$ cat config.mk
export PLATFORM = sky130hd
export DESIGN_NAME = mem_line_responder
export DESIGN_NICKNAME = d
export VERILOG_FILES = /design/src/rtl/mem_line_responder_pkg.sv /design/src/rtl/mem_line_responder_buffer.sv /design/src/rtl/mem_line_responder.sv
export SDC_FILE = /design/constraint.sdc
export NUM_CORES = 1
export LEC_CHECK = 0
export ABC_AREA = 1
export ABC_CLOCK_PERIOD_IN_PS = 2700
export CAP_MARGIN = 20
export CORE_MARGIN = 10
export CORE_UTILIZATION = 53
export DETAILED_ROUTE_END_ITERATION = 16
export GPL_TIMING_DRIVEN = 1
export HOLD_SLACK_MARGIN = 0.06
export PLACE_DENSITY = 0.8
export RECOVER_POWER = 25
export SYNTH_ARGS = -nofsm -noshare
export SYNTH_HDL_FRONTEND = slang
export SYNTH_SLANG_ARGS = --single-unit
$ cat constraint.sdc
create_clock -name CLK -period 2.7 [get_ports CLK]
set_input_delay 0.54 -clock CLK [delete_from_list [all_inputs] [get_ports CLK]]
set_output_delay 0.54 -clock CLK [all_outputs]
set_load 0.05 [all_outputs]
$ cat src/rtl/mem_line_responder_pkg.sv
// Shared constants, state encoding and byte helper for the cache line responder.
package mem_line_responder_pkg;

    localparam int ADDR_WIDTH   = 32;
    localparam int MY_WIDTH  = 128;
    localparam int LINE_BYTES_C = 16;
    localparam int MASK_WIDTH   = 16;

    typedef enum logic [1:0] {
        ST_IDLE  = 2'd0,
        ST_WRITE = 2'd1,
        ST_READ  = 2'd2,
        ST_DONE  = 2'd3
    } resp_state_e;

    function automatic logic [7:0] line_byte(input logic [MY_WIDTH-1:0] line,
                                             input logic [3:0] idx);
        return line[{idx, 3'b000} +: 8];
    endfunction

endpackage

$ cat src/rtl/mem_line_responder_buffer.sv
// 128-bit line assembly register with a byte-indexed write port.
module mem_line_responder_buffer
    import mem_line_responder_pkg::*;
(
    input  logic                   CLK,
    input  logic                   RST,
    input  logic                   wr_en,
    input  logic [3:0]             wr_idx,
    input  logic [7:0]             wr_data,
    output logic [MY_WIDTH-1:0] line
);

    logic [MY_WIDTH-1:0] line_r;

    // Byte write into the assembly line; cleared by reset so aborted reads leave nothing behind
    always_ff @(posedge CLK or negedge RST) begin
        if (!RST) begin
            line_r <= {MY_WIDTH{1'b0}};
        end else if (wr_en) begin
            line_r[{wr_idx, 3'b000} +: 8] <= wr_data;
        end else begin
            line_r <= line_r;
        end
    end

    assign line = line_r;

endmodule

$ cat src/rtl/mem_line_responder.sv
// Serializes 128-bit cache line read/write requests into 16 byte-wide RAM transfers.
module mem_line_responder
    import mem_line_responder_pkg::*;
#(
    parameter int ADDR_W     = ADDR_WIDTH,
    parameter int LINE_BYTES = LINE_BYTES_C
) (
    input  logic                    CLK,
    input  logic                    RST,
    input  logic                    mem_read,
    input  logic                    mem_write,
    input  logic [ADDR_W-1:0]       mem_addr,
    input  logic [LINE_BYTES*8-1:0] mem_wdata,
    input  logic [LINE_BYTES-1:0]   mem_mask,
    output logic [LINE_BYTES*8-1:0] mem_rdata,
    output logic                    mem_busy,
    output logic                    mem_done,
    output logic [ADDR_W-1:0]       ram_addr,
    output logic                    ram_we,
    output logic [7:0]              ram_wdata,
    input  logic [7:0]              ram_rdata
);

    localparam int LINE_W = LINE_BYTES * 8;

    resp_state_e            state_r;
    logic [4:0]             cnt_r;
    logic [ADDR_W-5:0]      base_r;
    logic [LINE_W-1:0]      wdata_r;
    logic [LINE_BYTES-1:0]  mask_r;
    logic                   pend_rd_r;
    logic [LINE_W-1:0]      mem_rdata_r;
    logic                   mem_busy_r;
    logic                   mem_done_r;
    logic [ADDR_W-1:0]      ram_addr_r;
    logic                   ram_we_r;
    logic [7:0]             ram_wdata_r;

    logic [3:0]             nxt_idx_s;
    logic                   buf_we_s;
    logic [3:0]             buf_idx_s;
    logic [LINE_W-1:0]      line_s;
    logic [LINE_W-1:0]      assembled_s;
    logic                   unused_lsb_s;

    assign nxt_idx_s    = cnt_r[3:0] + 4'd1;
    assign unused_lsb_s = ^mem_addr[3:0];
    // The last byte arrives on the same edge that publishes the line, so bypass the buffer for it
    assign assembled_s  = {ram_rdata, line_s[LINE_W-9:0]};

    // Read capture: RAM data lags the address by one cycle, so cnt k stores byte k-1
    always_comb begin
        buf_we_s  = 1'b0;
        buf_idx_s = cnt_r[3:0] - 4'd1;
        if ((state_r == ST_READ) && (cnt_r != 5'd0)) begin
            buf_we_s = 1'b1;
        end else begin
            buf_we_s = 1'b0;
        end
    end

    mem_line_responder_buffer u_buf (
        .CLK     (CLK),
        .RST     (RST),
        .wr_en   (buf_we_s),
        .wr_idx  (buf_idx_s),
        .wr_data (ram_rdata),
        .line    (line_s)
    );

    // Responder FSM; RAM signals are registered one cycle ahead of the cnt they belong to
    always_ff @(posedge CLK or negedge RST) begin
        if (!RST) begin
            state_r     <= ST_IDLE;
            cnt_r       <= 5'd0;
            base_r      <= {(ADDR_W-4){1'b0}};
            wdata_r     <= {LINE_W{1'b0}};
            mask_r      <= {LINE_BYTES{1'b0}};
            pend_rd_r   <= 1'b0;
            mem_rdata_r <= {LINE_W{1'b0}};
            mem_busy_r  <= 1'b0;
            mem_done_r  <= 1'b0;
            ram_addr_r  <= {ADDR_W{1'b0}};
            ram_we_r    <= 1'b0;
            ram_wdata_r <= 8'd0;
        end else begin
            case (state_r)
                ST_IDLE: begin
                    if (mem_write) begin
                        base_r      <= mem_addr[ADDR_W-1:4];
                        wdata_r     <= mem_wdata;
                        mask_r      <= mem_mask;
                        pend_rd_r   <= mem_read;
                        state_r     <= ST_WRITE;
                        cnt_r       <= 5'd0;
                        mem_busy_r  <= 1'b1;
                        ram_addr_r  <= {mem_addr[ADDR_W-1:4], 4'd0};
                        ram_we_r    <= mem_mask[0];
                        ram_wdata_r <= mem_wdata[7:0];
                    end else if (mem_read) begin
                        base_r      <= mem_addr[ADDR_W-1:4];
                        pend_rd_r   <= 1'b0;
                        state_r     <= ST_READ;
                        cnt_r       <= 5'd0;
                        mem_busy_r  <= 1'b1;
                        ram_addr_r  <= {mem_addr[ADDR_W-1:4], 4'd0};
                        ram_we_r    <= 1'b0;
                    end else begin
                        mem_busy_r  <= 1'b0;
                        mem_done_r  <= 1'b0;
                        ram_we_r    <= 1'b0;
                    end
                end
                ST_WRITE: begin
                    if (cnt_r == 5'd15) begin
                        ram_we_r <= 1'b0;
                        cnt_r    <= 5'd0;
                        if (pend_rd_r) begin
                            state_r    <= ST_READ;
                            ram_addr_r <= {base_r, 4'd0};
                        end else begin
                            state_r    <= ST_DONE;
                            mem_done_r <= 1'b1;
                        end
                    end else begin
                        cnt_r       <= cnt_r + 5'd1;
                        ram_addr_r  <= {base_r, nxt_idx_s};
                        ram_we_r    <= mask_r[nxt_idx_s];
                        ram_wdata_r <= line_byte(wdata_r, nxt_idx_s);
                    end
                end
                ST_READ: begin
                    if (cnt_r == 5'd16) begin
                        state_r     <= ST_DONE;
                        mem_done_r  <= 1'b1;
                        mem_rdata_r <= assembled_s;
                        cnt_r       <= 5'd0;
                    end else begin
                        cnt_r <= cnt_r + 5'd1;
                        if (cnt_r != 5'd15) begin
                            ram_addr_r <= {base_r, nxt_idx_s};
                        end else begin
                            ram_addr_r <= ram_addr_r;
                        end
                    end
                end
                ST_DONE: begin
                    state_r    <= ST_IDLE;
                    mem_done_r <= 1'b0;
                    mem_busy_r <= 1'b0;
                    cnt_r      <= 5'd0;
                end
                default: begin
                    state_r    <= ST_IDLE;
                    cnt_r      <= 5'd0;
                    mem_done_r <= 1'b0;
                    mem_busy_r <= 1'b0;
                    ram_we_r   <= 1'b0;
                end
            endcase
        end
    end

    assign mem_rdata = mem_rdata_r;
    assign mem_busy  = mem_busy_r;
    assign mem_done  = mem_done_r;
    assign ram_addr  = ram_addr_r;
    assign ram_we    = ram_we_r;
    assign ram_wdata = ram_wdata_r;

endmodule
==> summary.md, run 1 <==
| Metric | Value |
|---|---|
| Status | finished with violations |
| Failing checks | max-capacitance violations, max-slew violations |
| TritonCTS buffer count | approximately 50 |
| Post-synth top flop | dfrtp_1 |
| Fin. Hold Viols | 0 |
| Area after DPL | roughly 25000 um2 |
| Leak | around 12 nW |
| 1st-pass router iterations | 6 |
| Post-synth EDFFs | 0 |
| Worst-Margin Slew | about 1600 ps |
| Die ar. | approximately 47000 um2 |
| Max-slew headroom | -0.0807 |
| Largest delay share family, worst path | simple AND/OR/NAND/NOR gates |
| Number of synthesized register bits | 471 |
| Final Max Slew Viols | 95 |
| Async set-reset flop share out of synthesis | 1.00 |
| Worst vdd ir | 0.785 mV |
| Die height | 216 um |
| IO buf count | 354 |
| Sw power | 13.8 mW |
| Initial Utilization | 0.540 |
| Antenna violations before repair | 4 |
| Logic pwr share | 0.432 |
| Max clock buf depth | 3 |
| Starting DRT DRC Count | around 1400 |
| Final Wtd Congestion | ~0.88 |
| Netlist cell types | 38 |
| Max_cap viols | 2 |
| CP Class | reg -> reg |
| Final Critical Period | approximately 2500 ps |
| Critical-path top delay cell | dfrtp_4 |
| Sequential fraction of the synthesis area | 0.576 |
| Vias in the first global route | around 17000 |
| Final Non-Filler Cells | approximately 3000 |
| Syn_area_per_cell | slightly below 10 um2 |
| Clock network fraction of design power | 0.217 |
| Design area | roughly 26000 um2 |
| Setup_tns | 0 ps |
| Top cells by count, synth | dfrtp_1, nand2_1, nand3_1, inv_1, mux2_2 |
| DP HPWL | ~40000 um |
| Startpoint types | register |
| Clk sinks | around 470 |
| Syn-to-layout area delta | 28.6% |
| Largest net degree at the start of global routing | ~110 |
| Wirelength per Cell | slightly below 20 um |
| Filler cell count | 2727 |
| First-pass GRT wire length | 92300 um |
| Total grt overflow | 0 |
| Final setup violation count | 0 |
| Vias per std cell | around 5.5 |
| # rows | between 70 and 80 |
| Post-Syn Nets | 2294 |
| Clock root cell | clkbuf_16 |
| DRC Markers | 0 |
| Total core area | between 30000 and 40000 um2 |
| Synth area leader | dfrtp_1 |
| Layout Nets | 2628 |
| Placed cell count | 2885 |
| Clock latency at the later pin of the worst-skew pair | 580 ps |
| Fin crit share | 0.910 |
| Min-delay worst type | in -> async |
| Int Power | between 15 and 20 mW |
| Syn Inst Count | 2093 |
| Mapped cell area | about 20000 um2 |
| Crit path largest cell delay | around 530 ps |
| Power share of the sequential group | 0.351 |
| Most frequent cell after synthesis | dfrtp_1 |
| Crit end category | register |
| Layout Skew | roughly 23 ps |
| Top post-synthesis cells by area | dfrtp_1, nand2_1, mux2_2 |
| Clk pin slew, worst setup/hold paths | roughly 60 ps |
| Routed Wire Length | 57600 um |
| Multi-input combinational cell area | 7510 um2 |
| Crit-path cells | inv_2, ha_2, nand2_1, inv_2, nand3_1, inv_2, nand2_2, nand2_8, inv_6, nand2_2, nor2_4, nand2_1, nand2_1 |
| Fraction of layout cells with a size suffix above 1 | 0.130 |
| FF+latch area | around 12000 um2 |
| Die width | 216 um |
| ANT nets after route | 0 |
| CTS tree | done |
| RSZ-0062 raised after global routing | no |
| Global Route Usage Sum | 0.245 |
| Data required time of the worst path | 3210 ps |
| Sw Share | 0.414 |
| P per Cell Area | 1270 nW/um2 |
| Total power | 33.4 mW |
| FMAX | 407 MHz |
| Vias | ~16000 |
| Num ports | roughly 360 |
| CP Data Arrival Time | between 2000 and 3000 ps |
| Worst path bufs/invs | 4 |
| Crit-path max FO | 25 |
| H-tree depth | 2 |
| Top cell type's share of synthesized area | 0.576 |
| Synthesis Warnings | 0 |
worst register-to-register path, cell delays in order, from the launching register on:
cell and delay (ps):
dfrtp_4 530, inv_2 150, ha_2 310, nand2_1 80, inv_2 60, nand3_1 110, inv_2 50, nand2_2 110
nand2_8 140, inv_6 260, nand2_2 200, nor2_4 240, nand2_1 90, nand2_1 80
sequential cells by signal, indices dropped and copies added, names as in the netlist, 2 cells and up:
signal	flops
u_buf.line	120
ram_addr	32
base_r	28
mem_rdata	128
state_r	2
wdata_r	128
cnt_r	5
ram_wdata	8
mask_r	16
cell usage in the layout, fill, tap and decap left out, types with 4 or more instances in the layout:
cell type and instances:
ha_1 11, mux2_1 22, o21a_1 8, nand2_2 22, inv_2 7, nand2_1 448
dfrtp_1 470, buf_12 11, buf_4 21, o21ai_0 144, clkbuf_1 16, a21oi_1 123
mux2_2 146, inv_1 156, o211ai_1 33, clkbuf_16 51, o21ai_1 41, clkdlybuf4s50_1 353
nor2_2 6, bufinv_16 9, nand4_1 8, clkbuf_8 7, nand3_1 168, nand2_4 4
nor2_1 118, nor2_4 8, clkinv_2 4, diode_2 5, nor3_1 16
cells by family after synthesis:
| logic type | synth area share |
|---|---|
| buf+inv | 0.0577 |
| fa+ha+maj | 0.00795 |
| compound gates | 0.0920 |
| xor+xnor | 0.00245 |
| mux | 0.0925 |
| flops | 0.576 |
| simple gates | 0.171 |
area by class of cell:
cell class              instances  share of cell area
diodes                          5            0.000476
clock buffers                  72              0.0542
clock inverters                15              0.0117
inverters                     166              0.0242
multi-input cells            1345               0.285
flip-flops and latches        471               0.448
well taps                     511              0.0243
repair buffers                394               0.152
routing by layer:
metal / track usage / share of wire / vias up
met5: 0 / 0 / -
met4: 0.0837 / 0.029 / 0
met3: 0.0617 / 0.074 / 111
met2: 0.414 / 0.50 / 614
met1: 0.300 / 0.40 / 8035
li1: - / - / 7551
power groups by stage:
stage | Combinational (mW) | Sequential, mW | Clock [mW]
floorplan | 6.65 | 14.5 | 0
detailed placement | 14.3 | 11.7 | 0
finish | 14.4 | 11.7 | 7.24
CTS | 14.5 | 11.7 | 7.33
global placement | 14.0 | 11.6 | 0
global route | 15.7 | 12.0 | 7.64
what timing repair did:
action                                  CTS  global route
endpoints found under the setup margin    0             4
setup buffers                             0             0
hold buffers                              1             0
hold endpoints to repair                 20             0
resized for setup                         0             1
path summary, 6_finish.rpt:
check	from	to	slack (ps)	cells past startpoint
max	cnt_r[0]	u_buf.line[58]	240	13
min	RST	mem_rdata[66]	410	2
max reg2reg	cnt_r[0]	u_buf.line[58]	240	13
min reg2reg	u_buf.line[25]	u_buf.line[25]	470	2
max in group asynchronous	RST	mem_rdata[31]	500	3
min in group CLK	u_buf.line[25]	u_buf.line[25]	470	2
through the flow:
step | util | hold slack [ps] | worst slack, ps
after CTS | 0.695 | 415 | 178
final | 0.695 | 408 | 244
after global placement | 0.649 | 426 | 264
after detailed placement | 0.649 | 429 | 188
after floorplan | - | 244 | 282
after global routing | 0.695 | 411 | 68.8
No activity file was read; power rests on OpenSTA's default activity.
==> run 2: changes to the inputs <==
CELL_PAD_IN_SITES_DETAIL_PLACEMENT = 0   (was default)
CELL_PAD_IN_SITES_GLOBAL_PLACEMENT = 1   (was default)
CORE_UTILIZATION = 41   (was 53)
CTS_CLUSTER_SIZE = 10   (was default)
PLACE_DENSITY = default   (was 0.8)
PLACE_DENSITY_LB_ADDON = 0.1   (was default)
==> run 2 against run 1 <==
  * The run still ends with max-capacitance violations, max-slew violations left
  * Global-route usage shrank 4.3 points
  * Clock-buffer cell count down 6
  * Setup slack improved by 44 ps
  * Via count down 3.6%
  * Sequential share of layout area decreased by 0.22 points
  * Combinational power hardly changed
  * Cell count up 5.1%
  * Design area up 0.48%
  * Register-to-register slack better by 40 ps
  * Sequential cell count is the same
==> summary.md, run 2 (synthesis gave the netlist of run 1 again) <==
| Metric | Value |
|---|---|
| Global Route Usage Sum | 0.202 (was 0.245) |
| Pre-CTS setup slack | 175 ps (was 188 ps) |
| RSZ-0062 raised after global routing | no (unchanged) |
| P per Cell Area | 1230 nW/um2 (was 1270 nW/um2) |
| Initial Utilization | 0.416 (was 0.540) |
| Clock latency at the later pin of the worst-skew pair | 590 ps (was 580 ps) |
| Largest delay share family, worst path | simple AND/OR/NAND/NOR gates (unchanged) |
| Total core area | 49200 um2 (was 37800 um2) |
| Final Non-Filler Cells | 3132 (was 2979) |
| Crit-path max FO | 18 (was 25) |
| Worst path bufs/invs | 3 (was 4) |
| 1st-pass router iterations | 5 (was 6) |
| Worst-Margin Slew | 1970 ps (was 1620 ps) |
| Placed cell count | 3060 (was 2885) |
| Crit-path cells | inv_1, ha_2, nand2_1, inv_2, nand3_1, nand3_2, nand2_8, inv_6, nand2_2, nand2_1, o21ai_1 (was inv_2, ha_2, nand2_1, inv_2, nand3_1, inv_2, nand2_2, nand2_8, inv_6, nand2_2, nor2_4, nand2_1, nand2_1) |
| Die width | 243 um (was 216 um) |
| Max-slew headroom | -0.317 (was -0.0807) |
| Wirelength per Cell | 19.1 um (was 19.3 um) |
| Vias | 15700 (was 16300) |
| Commonest non-fill, non-tap cells in the layout | dfrtp_1, nand2_1, clkdlybuf4s50_1, nand3_1, inv_1 (unchanged) |
| Critical-path top delay cell | ha_2 (was dfrtp_4) |
| Area after DPL | 24900 um2 (was 24600 um2) |
| Clock root cell | clkbuf_16 (unchanged) |
| Largest net degree at the start of global routing | 68 (was 114) |
| DP HPWL | 43400 um (was 40400 um) |
| TritonCTS buffer count | 54 (was 49) |
| # rows | 81 (was 71) |
| Fin crit share | 0.893 (was 0.910) |
| Clk pin slew, worst setup/hold paths | 60 ps (about the same) |
| Layout Skew | 16.0 ps (was 23.3 ps) |
| Design area | 26400 um2 (was 26300 um2) |
| Setup_tns | 0 ps (unchanged) |
| Fin. Hold Viols | 0 (unchanged) |
| Layout Nets | 2654 (was 2628) |
| Vias per std cell | 5.02 (was 5.48) |
| Vias in the first global route | 16400 (was 16800) |
| Routed Wire Length | 60000 um (was 57600 um) |
| Starting DRT DRC Count | 1136 (was 1408) |
| Final setup violation count | 0 (unchanged) |
| FMAX | 415 MHz (was 407 MHz) |
| Min-delay worst type | reg -> reg (was in -> async) |
| Max_cap viols | 1 (was 2) |
| CP Data Arrival Time | 2880 ps (was 2970 ps) |
| Worst Slack Setup Final | 288 ps (was 244 ps) |
| Worst vdd ir | 0.657 mV (was 0.785 mV) |
| Die height | 243 um (was 216 um) |
| Worst hold margin | 462 ps (was 408 ps) |
| Leak | 12.3 nW (about the same) |
| Fraction of layout cells with a size suffix above 1 | 0.134 (was 0.130) |
| Data required time of the worst path | 3170 ps (was 3210 ps) |
| Total grt overflow | 0 (unchanged) |
| IO buf count | 354 (unchanged) |
| CTS tree | done (unchanged) |
| Setup Buffers After CTS | 0 (unchanged) |
| Crit path largest cell delay | 440 ps (was 530 ps) |
| Num ports | 359 (unchanged) |
| Clk sinks | 471 (unchanged) |
| Max clock buf depth | 3 (unchanged) |
| Final Max Slew Viols | 61 (was 95) |
| Crit end category | register (unchanged) |
| H-tree depth | 2 (unchanged) |
| Status | finished with violations (unchanged) |
| ANT nets after route | 0 (unchanged) |
| Util after Layout | 0.538 (was 0.695) |
| First-pass GRT wire length | 95400 um (was 92300 um) |
| Total power | 32.5 mW (was 33.4 mW) |
| Crit-path most repeated cell | nand2_1 |
| Most common cell after layout, fill and taps aside | dfrtp_1 (unchanged) |
| Startpoint types | register (unchanged) |
| Syn-to-layout area delta | 29.3% (was 28.6%) |
| Final Wtd Congestion | 0.817 (was 0.883) |
| Final Critical Period | 2410 ps (was 2460 ps) |
| Antenna violations before repair | 4 (unchanged) |
| Die ar. | 59200 um2 (was 46800 um2) |
| Failing checks | max-capacitance violations, max-slew violations (unchanged) |
| CP Class | reg -> reg (unchanged) |
| DRC Markers | 0 (unchanged) |
==> run 2: worst paths after layout <==
check                          startpoint              to  slack [ps]  cells past startpoint
min in group asynchronous             RST   mem_rdata[97]        1050                      2
min                        u_buf.line[68]  u_buf.line[68]         460                      2
max reg2reg                      cnt_r[1]  u_buf.line[11]         290                     11
max                              cnt_r[1]  u_buf.line[11]         290                     11
min reg2reg                u_buf.line[68]  u_buf.line[68]         460                      2
max in group asynchronous             RST   mem_rdata[45]         320                      3
==> run 2: final cells by class <==
| cell class | count | area [um2] |
|---|---|---|
| Fill cell | 4538 | 22700 |
| Sequential cell | 471 | 11800 |
| Multi-Input combinational cell | 1345 | 7500 |
| Timing Repair Buffer | 415 | 4170 |
| Clock buffer | 66 | 1470 |
| Tap cell | 664 | 831 |
| Inverter | 166 | 636 |
| Clock inverter | 3 | 37.5 |
| Antenna cell | 2 | 5.00 |
==> run 2: layer usage <==
layer,GRT usage,up-vias,part of all wire
met5,0,-,0.00077
met3,0.0472,94,0.054
met2,0.341,357,0.49
met4,0.0575,6,0.027
met1,0.254,7686,0.42
li1,-,7584,-
==> run 2: what timing repair did <==
item | in CTS | in global routing
setup endpoints to repair | 0 | 15
gates resized for setup | 0 | 1
hold endpoints to repair | 51 | 0
hold buffers | 1 | 0
==> run 2: tightest hold or removal path, cell delays in order, from the launching register on <==
cell and delay [ps]:
dfrtp_1 340, nand2_1 50, nand2_1 40
==> run 2: power by group <==
group          total [mW]  internal (mW)  switching [mW]
registers            11.6           10.1            1.52
clock network        6.49           3.75            2.74
logic                14.5           5.04            9.42
total                32.5           18.9            13.7
==> run 3: changes to the inputs <==
SLEW_MARGIN = 20   (was default)
==> results of run 3 <==
Same layout as run 2: the final DEF is identical, and so are final timing and power.
